[src/rtl/display_capture_pkg.sv]
// ============================================================================
// Package     : display_pkg
// Description : Shared constants, FSM state type and AN decode helpers for
//               the display_capture monitor.
// Revision    : 1.0 - initial release
// ============================================================================
`default_nettype none

package display_pkg;

  localparam int DIGITS   = 4;
  localparam int NIBBLE_W = 4;
  localparam int IDX_W    = $clog2(DIGITS);

  typedef enum logic [1:0] {
    IDLE   = 2'd0,
    SETTLE = 2'd1,
    HOLD   = 2'd2
  } capture_state_t;

  typedef struct packed {
    logic             legal;
    logic [IDX_W-1:0] idx;
  } an_dec_t;

  // Active-low one-hot: exactly one cleared bit selects a digit.
  function automatic an_dec_t an_to_idx(input logic [DIGITS-1:0] an);
    an_dec_t d;
    d.legal = 1'b1;
    d.idx   = '0;
    case (an)
      4'b1110: d.idx = 2'd0;
      4'b1101: d.idx = 2'd1;
      4'b1011: d.idx = 2'd2;
      4'b0111: d.idx = 2'd3;
      default: d.legal = 1'b0;
    endcase
    return d;
  endfunction

  function automatic logic an_is_legal(input logic [DIGITS-1:0] an);
    return ($countones(~an) == 1);
  endfunction

endpackage

`default_nettype wire

[src/rtl/display_capture_an_stability_filter.sv]
// ============================================================================
// Module      : an_stability_filter
// Description : Registers AN, counts consecutive stable cycles (saturating)
//               and classifies AN as legal / blank / illegal.
// Revision    : 1.0 - initial release
// ============================================================================
`default_nettype none

module an_stability_filter
  import display_pkg::*;
#(
  parameter int SETTLE_CYCLES = 4
) (
  input  logic             clk,
  input  logic             rst,
  input  logic [DIGITS-1:0] i_an,
  output logic             o_changed,
  output logic             o_sample_point,
  output logic             o_legal,
  output logic             o_illegal_start,
  output logic [IDX_W-1:0] o_idx
);

  localparam logic [7:0] c_SETTLE    = 8'(SETTLE_CYCLES);
  localparam logic [7:0] c_SAMPLE_AT = 8'(SETTLE_CYCLES - 1);

  logic [DIGITS-1:0] r_an_q;
  logic [7:0]        r_stable_cnt;
  an_dec_t           w_dec;
  logic              w_blank;
  logic              w_illegal;
  logic              w_prev_illegal;

  assign w_dec          = an_to_idx(i_an);
  assign w_blank        = (i_an == '1);
  assign w_illegal      = !w_dec.legal && !w_blank;
  assign w_prev_illegal = !an_is_legal(r_an_q) && (r_an_q != '1);

  assign o_changed       = (i_an != r_an_q);
  assign o_sample_point  = !o_changed && (r_stable_cnt == c_SAMPLE_AT);
  assign o_legal         = w_dec.legal;
  assign o_idx           = w_dec.idx;
  // Only the first cycle of an illegal episode is reported.
  assign o_illegal_start = w_illegal && !w_prev_illegal;

  always_ff @(posedge clk) begin
    if (rst) begin
      r_an_q       <= '1;
      r_stable_cnt <= '0;
    end else begin
      r_an_q <= i_an;
      if (o_changed) begin
        r_stable_cnt <= '0;
      end else if (r_stable_cnt != c_SETTLE) begin
        r_stable_cnt <= r_stable_cnt + 8'd1;
      end
    end
  end

endmodule

`default_nettype wire

[src/rtl/display_capture.sv]
// ============================================================================
// Module      : display_capture
// Description : Rebuilds the parallel hex/point/LE word from a multiplexed
//               4-digit seven-segment bus; double-buffered frame outputs.
//               Optional macro DISPLAY_CAPTURE_ORDER_CHECK_EN enforces 0..3
//               digit order and drives order_err.
// Revision    : 1.0 - initial release
// ============================================================================
`default_nettype none

module display_capture
  import display_pkg::*;
#(
  parameter int SETTLE_CYCLES = 4,
  parameter int FRAME_TIMEOUT = 65535
) (
  input  logic                         clk,
  input  logic                         rst,
  input  logic [DIGITS-1:0]            AN,
  input  logic [NIBBLE_W-1:0]          HEX,
  input  logic                         point,
  input  logic                         LE,
  output logic [DIGITS*NIBBLE_W-1:0]   hexs,
  output logic [DIGITS-1:0]            points,
  output logic [DIGITS-1:0]            LEs,
  output logic                         frame_valid,
  output logic                         an_err,
  output logic                         order_err
);

  localparam int  c_TO_W = (FRAME_TIMEOUT > 1) ? $clog2(FRAME_TIMEOUT + 1) : 1;
  localparam bit  c_TO_EN = (FRAME_TIMEOUT != 0);
  localparam logic [c_TO_W-1:0] c_TO     = c_TO_W'(FRAME_TIMEOUT);
  localparam logic [c_TO_W-1:0] c_TO_ONE = c_TO_W'(1);

  logic             w_changed;
  logic             w_sample_point;
  logic             w_legal;
  logic             w_illegal_start;
  logic [IDX_W-1:0] w_idx;

  an_stability_filter #(
    .SETTLE_CYCLES (SETTLE_CYCLES)
  ) u_filter (
    .clk             (clk),
    .rst             (rst),
    .i_an            (AN),
    .o_changed       (w_changed),
    .o_sample_point  (w_sample_point),
    .o_legal         (w_legal),
    .o_illegal_start (w_illegal_start),
    .o_idx           (w_idx)
  );

  capture_state_t r_state;
  capture_state_t w_state_nxt;
  logic           w_capture;

  always_ff @(posedge clk) begin
    if (rst) r_state <= IDLE;
    else     r_state <= w_state_nxt;
  end

  always_comb begin
    w_state_nxt = r_state;
    w_capture   = 1'b0;
    case (r_state)
      IDLE: begin
        if (w_legal) w_state_nxt = SETTLE;
      end
      SETTLE: begin
        if (!w_legal) begin
          w_state_nxt = IDLE;
        end else if (w_sample_point) begin
          w_capture   = 1'b1;
          w_state_nxt = HOLD;
        end
      end
      HOLD: begin
        if (w_changed) w_state_nxt = w_legal ? SETTLE : IDLE;
      end
      default: w_state_nxt = IDLE;
    endcase
  end

  logic [DIGITS-1:0]                r_seen;
  logic [DIGITS-1:0]                w_seen_nxt;
  logic [DIGITS-1:0][NIBBLE_W-1:0]  r_shadow_hex;
  logic [DIGITS-1:0]                r_shadow_pt;
  logic [DIGITS-1:0]                r_shadow_le;
  logic [DIGITS-1:0][NIBBLE_W-1:0]  r_hexs;
  logic [DIGITS-1:0]                r_points;
  logic [DIGITS-1:0]                r_les;
  logic                             r_frame_valid;
  logic                             r_an_err;
  logic [c_TO_W-1:0]                r_to_cnt;
  logic                             w_commit;
  logic                             w_timeout;
  logic                             w_accept;
  logic                             w_order_err;

`ifdef DISPLAY_CAPTURE_ORDER_CHECK_EN
  logic [IDX_W-1:0] r_exp_idx;
  logic             w_in_order;
  logic             r_order_err;

  assign w_in_order  = (w_idx == r_exp_idx);
  // A misplaced digit 0 is taken as the start of a fresh frame.
  assign w_accept    = w_capture && (w_in_order || (w_idx == '0));
  assign w_order_err = w_capture && !w_in_order;
  assign order_err   = r_order_err;

  always_ff @(posedge clk) begin
    if (rst) begin
      r_exp_idx   <= '0;
      r_order_err <= 1'b0;
    end else begin
      r_order_err <= w_order_err;
      if (w_capture) begin
        if (w_in_order)          r_exp_idx <= r_exp_idx + 2'd1;
        else if (w_idx == '0)    r_exp_idx <= 2'd1;
        else                     r_exp_idx <= '0;
      end
    end
  end
`else
  assign w_accept    = w_capture;
  assign w_order_err = 1'b0;
  assign order_err   = 1'b0;
`endif

  assign w_commit  = (r_seen == '1);
  assign w_timeout = c_TO_EN && !w_commit && (r_seen != '0) && !w_capture &&
                     (r_to_cnt == c_TO);

  always_comb begin
    w_seen_nxt = w_commit ? '0 : r_seen;
    if (w_order_err || w_timeout) w_seen_nxt = '0;
    if (w_accept) w_seen_nxt[w_idx] = 1'b1;
  end

  always_ff @(posedge clk) begin
    if (rst) begin
      r_seen        <= '0;
      r_shadow_hex  <= '0;
      r_shadow_pt   <= '0;
      r_shadow_le   <= '0;
      r_hexs        <= '0;
      r_points      <= '0;
      r_les         <= '0;
      r_frame_valid <= 1'b0;
      r_an_err      <= 1'b0;
      r_to_cnt      <= '0;
    end else begin
      r_seen        <= w_seen_nxt;
      r_frame_valid <= w_commit;
      r_an_err      <= w_illegal_start;
      // Outputs take the shadow as it stood before any same-cycle capture.
      if (w_commit) begin
        r_hexs   <= r_shadow_hex;
        r_points <= r_shadow_pt;
        r_les    <= r_shadow_le;
      end
      if (w_accept) begin
        r_shadow_hex[w_idx] <= HEX;
        r_shadow_pt[w_idx]  <= point;
        r_shadow_le[w_idx]  <= LE;
      end
      if (!c_TO_EN || w_capture || w_commit || w_timeout || (r_seen == '0)) begin
        r_to_cnt <= '0;
      end else begin
        r_to_cnt <= r_to_cnt + c_TO_ONE;
      end
    end
  end

  assign hexs        = r_hexs;
  assign points      = r_points;
  assign LEs         = r_les;
  assign frame_valid = r_frame_valid;
  assign an_err      = r_an_err;

endmodule

`default_nettype wire

[config.mk]
export PLATFORM = sky130hd
export DESIGN_NAME = display_capture
export DESIGN_NICKNAME = d
export VERILOG_FILES = /design/src/rtl/display_capture_pkg.sv /design/src/rtl/display_capture_an_stability_filter.sv /design/src/rtl/display_capture.sv
export SDC_FILE = /design/constraint.sdc
export NUM_CORES = 1
export LEC_CHECK = 0
export CELL_PAD_IN_SITES_DETAIL_PLACEMENT = 0
export CELL_PAD_IN_SITES_GLOBAL_PLACEMENT = 1
export CORE_UTILIZATION = 45
export CTS_CLUSTER_SIZE = 8
export DETAILED_ROUTE_END_ITERATION = 6
export PLACE_DENSITY_LB_ADDON = 0.1
export SYNTH_ARGS = -nofsm -noshare
export SYNTH_HDL_FRONTEND = slang
export SYNTH_SLANG_ARGS = --single-unit
[constraint.sdc]
create_clock -name clk -period 4.9 [get_ports clk]
set_input_delay 0.98 -clock clk [delete_from_list [all_inputs] [get_ports clk]]
set_output_delay 0.98 -clock clk [all_outputs]
set_load 0.05 [all_outputs]
==> flow_metrics.tcl <==
set metrics [dict create \
    comb_power_share_pct 5.2 \
    placed_cells 520 \
    switching_share_pct 24.0 \
    die_x_um 90.5 \
    syn-num-nets 423 \
    grt_pass1_wl_um 11900 \
    worst_pin_slew_ns 1.09 \
    clockBufferDepth 2 \
    cts_max_level 3 \
    post-cts-setup-buffer-count 0 \
    report.final.slew_viol_count 0 \
    worstRegToRegCells 6 \
    cts_tree "yes" \
    fin_cells 535 \
    final.setup_skew_ns 0.00765 \
    post-route-drc-count 0 \
    hold_ws_ns 0.441 \
    yosysSeqAreaShare_pct 47.7 \
    clockPowerShare_pct 35.7 \
    synth.avg_cell_area_um2 8.76 \
    vias 2729 \
    synth_area_mm2 0.00352 \
    dpl.hpwl_um 4650 \
    rows 31 \
    ir_drop_v 0.000141 \
    routedWlPerCell_um 13.1 \
    powerDensity_mw_per_mm2 284 \
    hp-class "flop to flop" \
    dieArea_mm2 0.00819 \
    crit_start "AN[3]" \
    drive_gt1_share_pct 6.42 \
    clk_latency_ns 0.35 \
    worstPathMaxFanout 11 \
    finalWeightedCongestion 0.745 \
    portBuffers 37 \
    grt_max_degree 65 \
    design.core.area_mm2 0.00741 \
    rsz0062_at_grt "no" \
    holdPathStages 1 \
    cts_buffers 9 \
    syn2layout_area_growth_pct 16.3 \
    slew_headroom_pct 27.2 \
    synth_top_area_share_pct 47.7 \
    ioPinCount 39 \
    cts.repair.resized 0 \
    synth_cell_types 42 \
    drtPass1Iterations 4 \
    worstHoldStart "r_state[0]$_SDFFE_PP0P_" \
    hold_viol 0 \
    final_nets 453 \
    fin_util_pct 55.3 \
    synth_area_leader_cell "dfxtp_1" \
    finalCritPeriodShare_pct 67.8 \
    ys_seq_elements 84 \
    grt.overflow.total 0 \
    leakagePower_uw 0.00149 \
    track_usage_pct 18.0 \
    cp.arrival_ns 3.53 \
    dr.first_iter.drc_count 91 \
    fillers 702 \
    power.switching_uw 280 \
    postRouteAntennaNets 0 \
    wl_um 7010 \
    fmax_mhz 301 \
    cp.required_ns 5.10 \
    diodes 0 \
    status "completed" \
    chipHeight_um 90.5 \
    postCtsHoldBufs 0 \
    clockRootBuffer "clkbuf_8" \
    antenna_found_initial 0 \
    sequentialPowerShare_pct 59.1 \
    startpoint_type "input pin" \
    start_util_pct 47.6 \
    final.setup.tns_ns 0 \
    endpoint_kind "flop" \
    fin_crit_ns 3.32 \
    cap_violations 0 \
    grt_pass1_vias 2499 \
    synth_area_leaders "dfxtp_1 (48%), nand2_1 (6.1%), mux2i_1 (5.4%), a21oi_1 (5.3%), nor2_1 (5.1%)" \
    yosysWarnings 0 \
    crit_type "input pin to flop" \
    intPower_uw 884 \
    setup_viol 0 \
    clk_pin_slew_ns 0.08 \
    synthCells 402 \
    clock_sinks 84 \
    viasPerCell 5.10 \
    r2r_start "u_filter.r_stable_cnt[0]$_SDFFE_PP0P_" \
]
==> per-layer routing <==
metal | track usage (%) | up-vias | part of all wire, %
met1 | 25.0 | 1261 | 52
met5 | 0 | - | 0
met4 | 8.87 | 0 | 1.7
met3 | 2.86 | 11 | 3.7
li1 | - | 1413 | -
met2 | 26.8 | 44 | 42
==> cells in the mapped netlist <==
master and count:
a2111oi_4 1, a211oi_1 1, a21o_1 1, a21oi_1 37, a32oi_1 1, a41o_1 1, and2_1 1, and3_1 3
and3_2 1, and4_1 3, buf_2 2, buf_4 2, clkbuf_1 16, conb_1 1, dfxtp_1 84, fa_1 1
ha_1 8, inv_1 14, mux2i_1 19, nand2_1 57, nand2b_1 6, nand3_1 21, nand3b_1 5, nand4_1 4
nor2_1 48, nor2b_1 3, nor3_1 5, nor3b_1 1, nor4_1 2, nor4_2 1, nor4bb_1 1, o2111ai_1 1
o211a_1 2, o211ai_1 3, o21ai_0 9, o22ai_1 2, or2_2 4, or3_1 1, or3b_2 1, or4_4 2
xnor2_1 10, xor2_1 16
==> registers in the layout, summed over array words and instances, names as in the netlist <==
signal	cells
r_shadow_hex	16
r_state	2
points	4
u_filter.r_stable_cnt	8
LEs	4
r_shadow_pt	4
hexs	16
an_err	1
r_shadow_le	4
frame_valid	1
u_filter.r_an_q	4
r_seen	4
r_to_cnt	16
==> critical path, cell delays in order <==
cell             delay [ns]
clkdlybuf4s50_1        0.62
xor2_1                 0.28
or4_4                  0.56
a2111oi_4              0.76
mux2i_1                0.27
nor2_1                 0.06
==> placed cells by master (no fill, tap or decap), types with 4 or more instances in the layout <==
cell,count
a21oi_1,37
clkbuf_8,9
clkdlybuf4s50_1,36
clkinv_2,5
dfxtp_1,84
ha_1,8
inv_1,14
mux2i_1,19
nand2_1,57
nand2b_1,6
nand3_1,21
nand3b_1,5
nand4_1,4
nor2_1,48
nor3_1,5
o21ai_0,9
or2_2,4
xnor2_1,10
xor2_1,16
==> kinds of logic after synthesis <==
family | after synthesis | share of synthesized area (%)
other cells | 1 | 0.106
flops | 84 | 47.7
fa+ha+maj | 9 | 3.41
xor+xnor | 26 | 6.46
mux | 19 | 5.40
buf+inv | 34 | 3.91
simple gates | 170 | 22.9
compound gates | 59 | 10.1
==> path summary, 6_finish.rpt <==
| path | slack (ns) | endpoint |
|---|---|---|
| max | 1.58 | r_shadow_hex[5]$_SDFFE_PP0P_ |
| min reg2reg | 0.44 | r_state[0]$_SDFFE_PP0P_ |
| min | 0.44 | r_state[0]$_SDFFE_PP0P_ |
| max reg2reg | 2.01 | r_shadow_hex[5]$_SDFFE_PP0P_ |
==> per-stage QoR <==
step                power (uW)  instance area [um^2]  setup slack (ns)
finish                    1160                  4100              1.58
global route              1210                  4100              1.39
CTS                       1180                  4100              1.58
detailed placement         765                  3940              1.20
global placement           764                  3940              1.26
floorplan                  745                  3520              2.07
==> area by class of cell <==
| type | count | area, um^2 | share of cell area [%] |
|---|---|---|---|
| flip-flops and latches | 84 | 1680 | 41.0 |
| multi-input cells | 284 | 1700 | 41.6 |
| inverters | 14 | 52.6 | 1.28 |
| repair buffers | 39 | 380 | 9.28 |
| clock inverters | 6 | 32.5 | 0.794 |
| clock buffers | 9 | 124 | 3.02 |
| well taps | 99 | 124 | 3.02 |
==> power groups by stage <==
stage | sequential (uW) | combinational (uW) | clock, uW
after floorplan | 707 | 38.3 | 0
after global placement | 704 | 60.0 | 0
after detailed placement | 704 | 60.4 | 0
after CTS | 688 | 60.8 | 430
after global routing | 689 | 66.4 | 453
final | 688 | 60.3 | 416
Note: power is estimated with default switching activity, not from simulation.
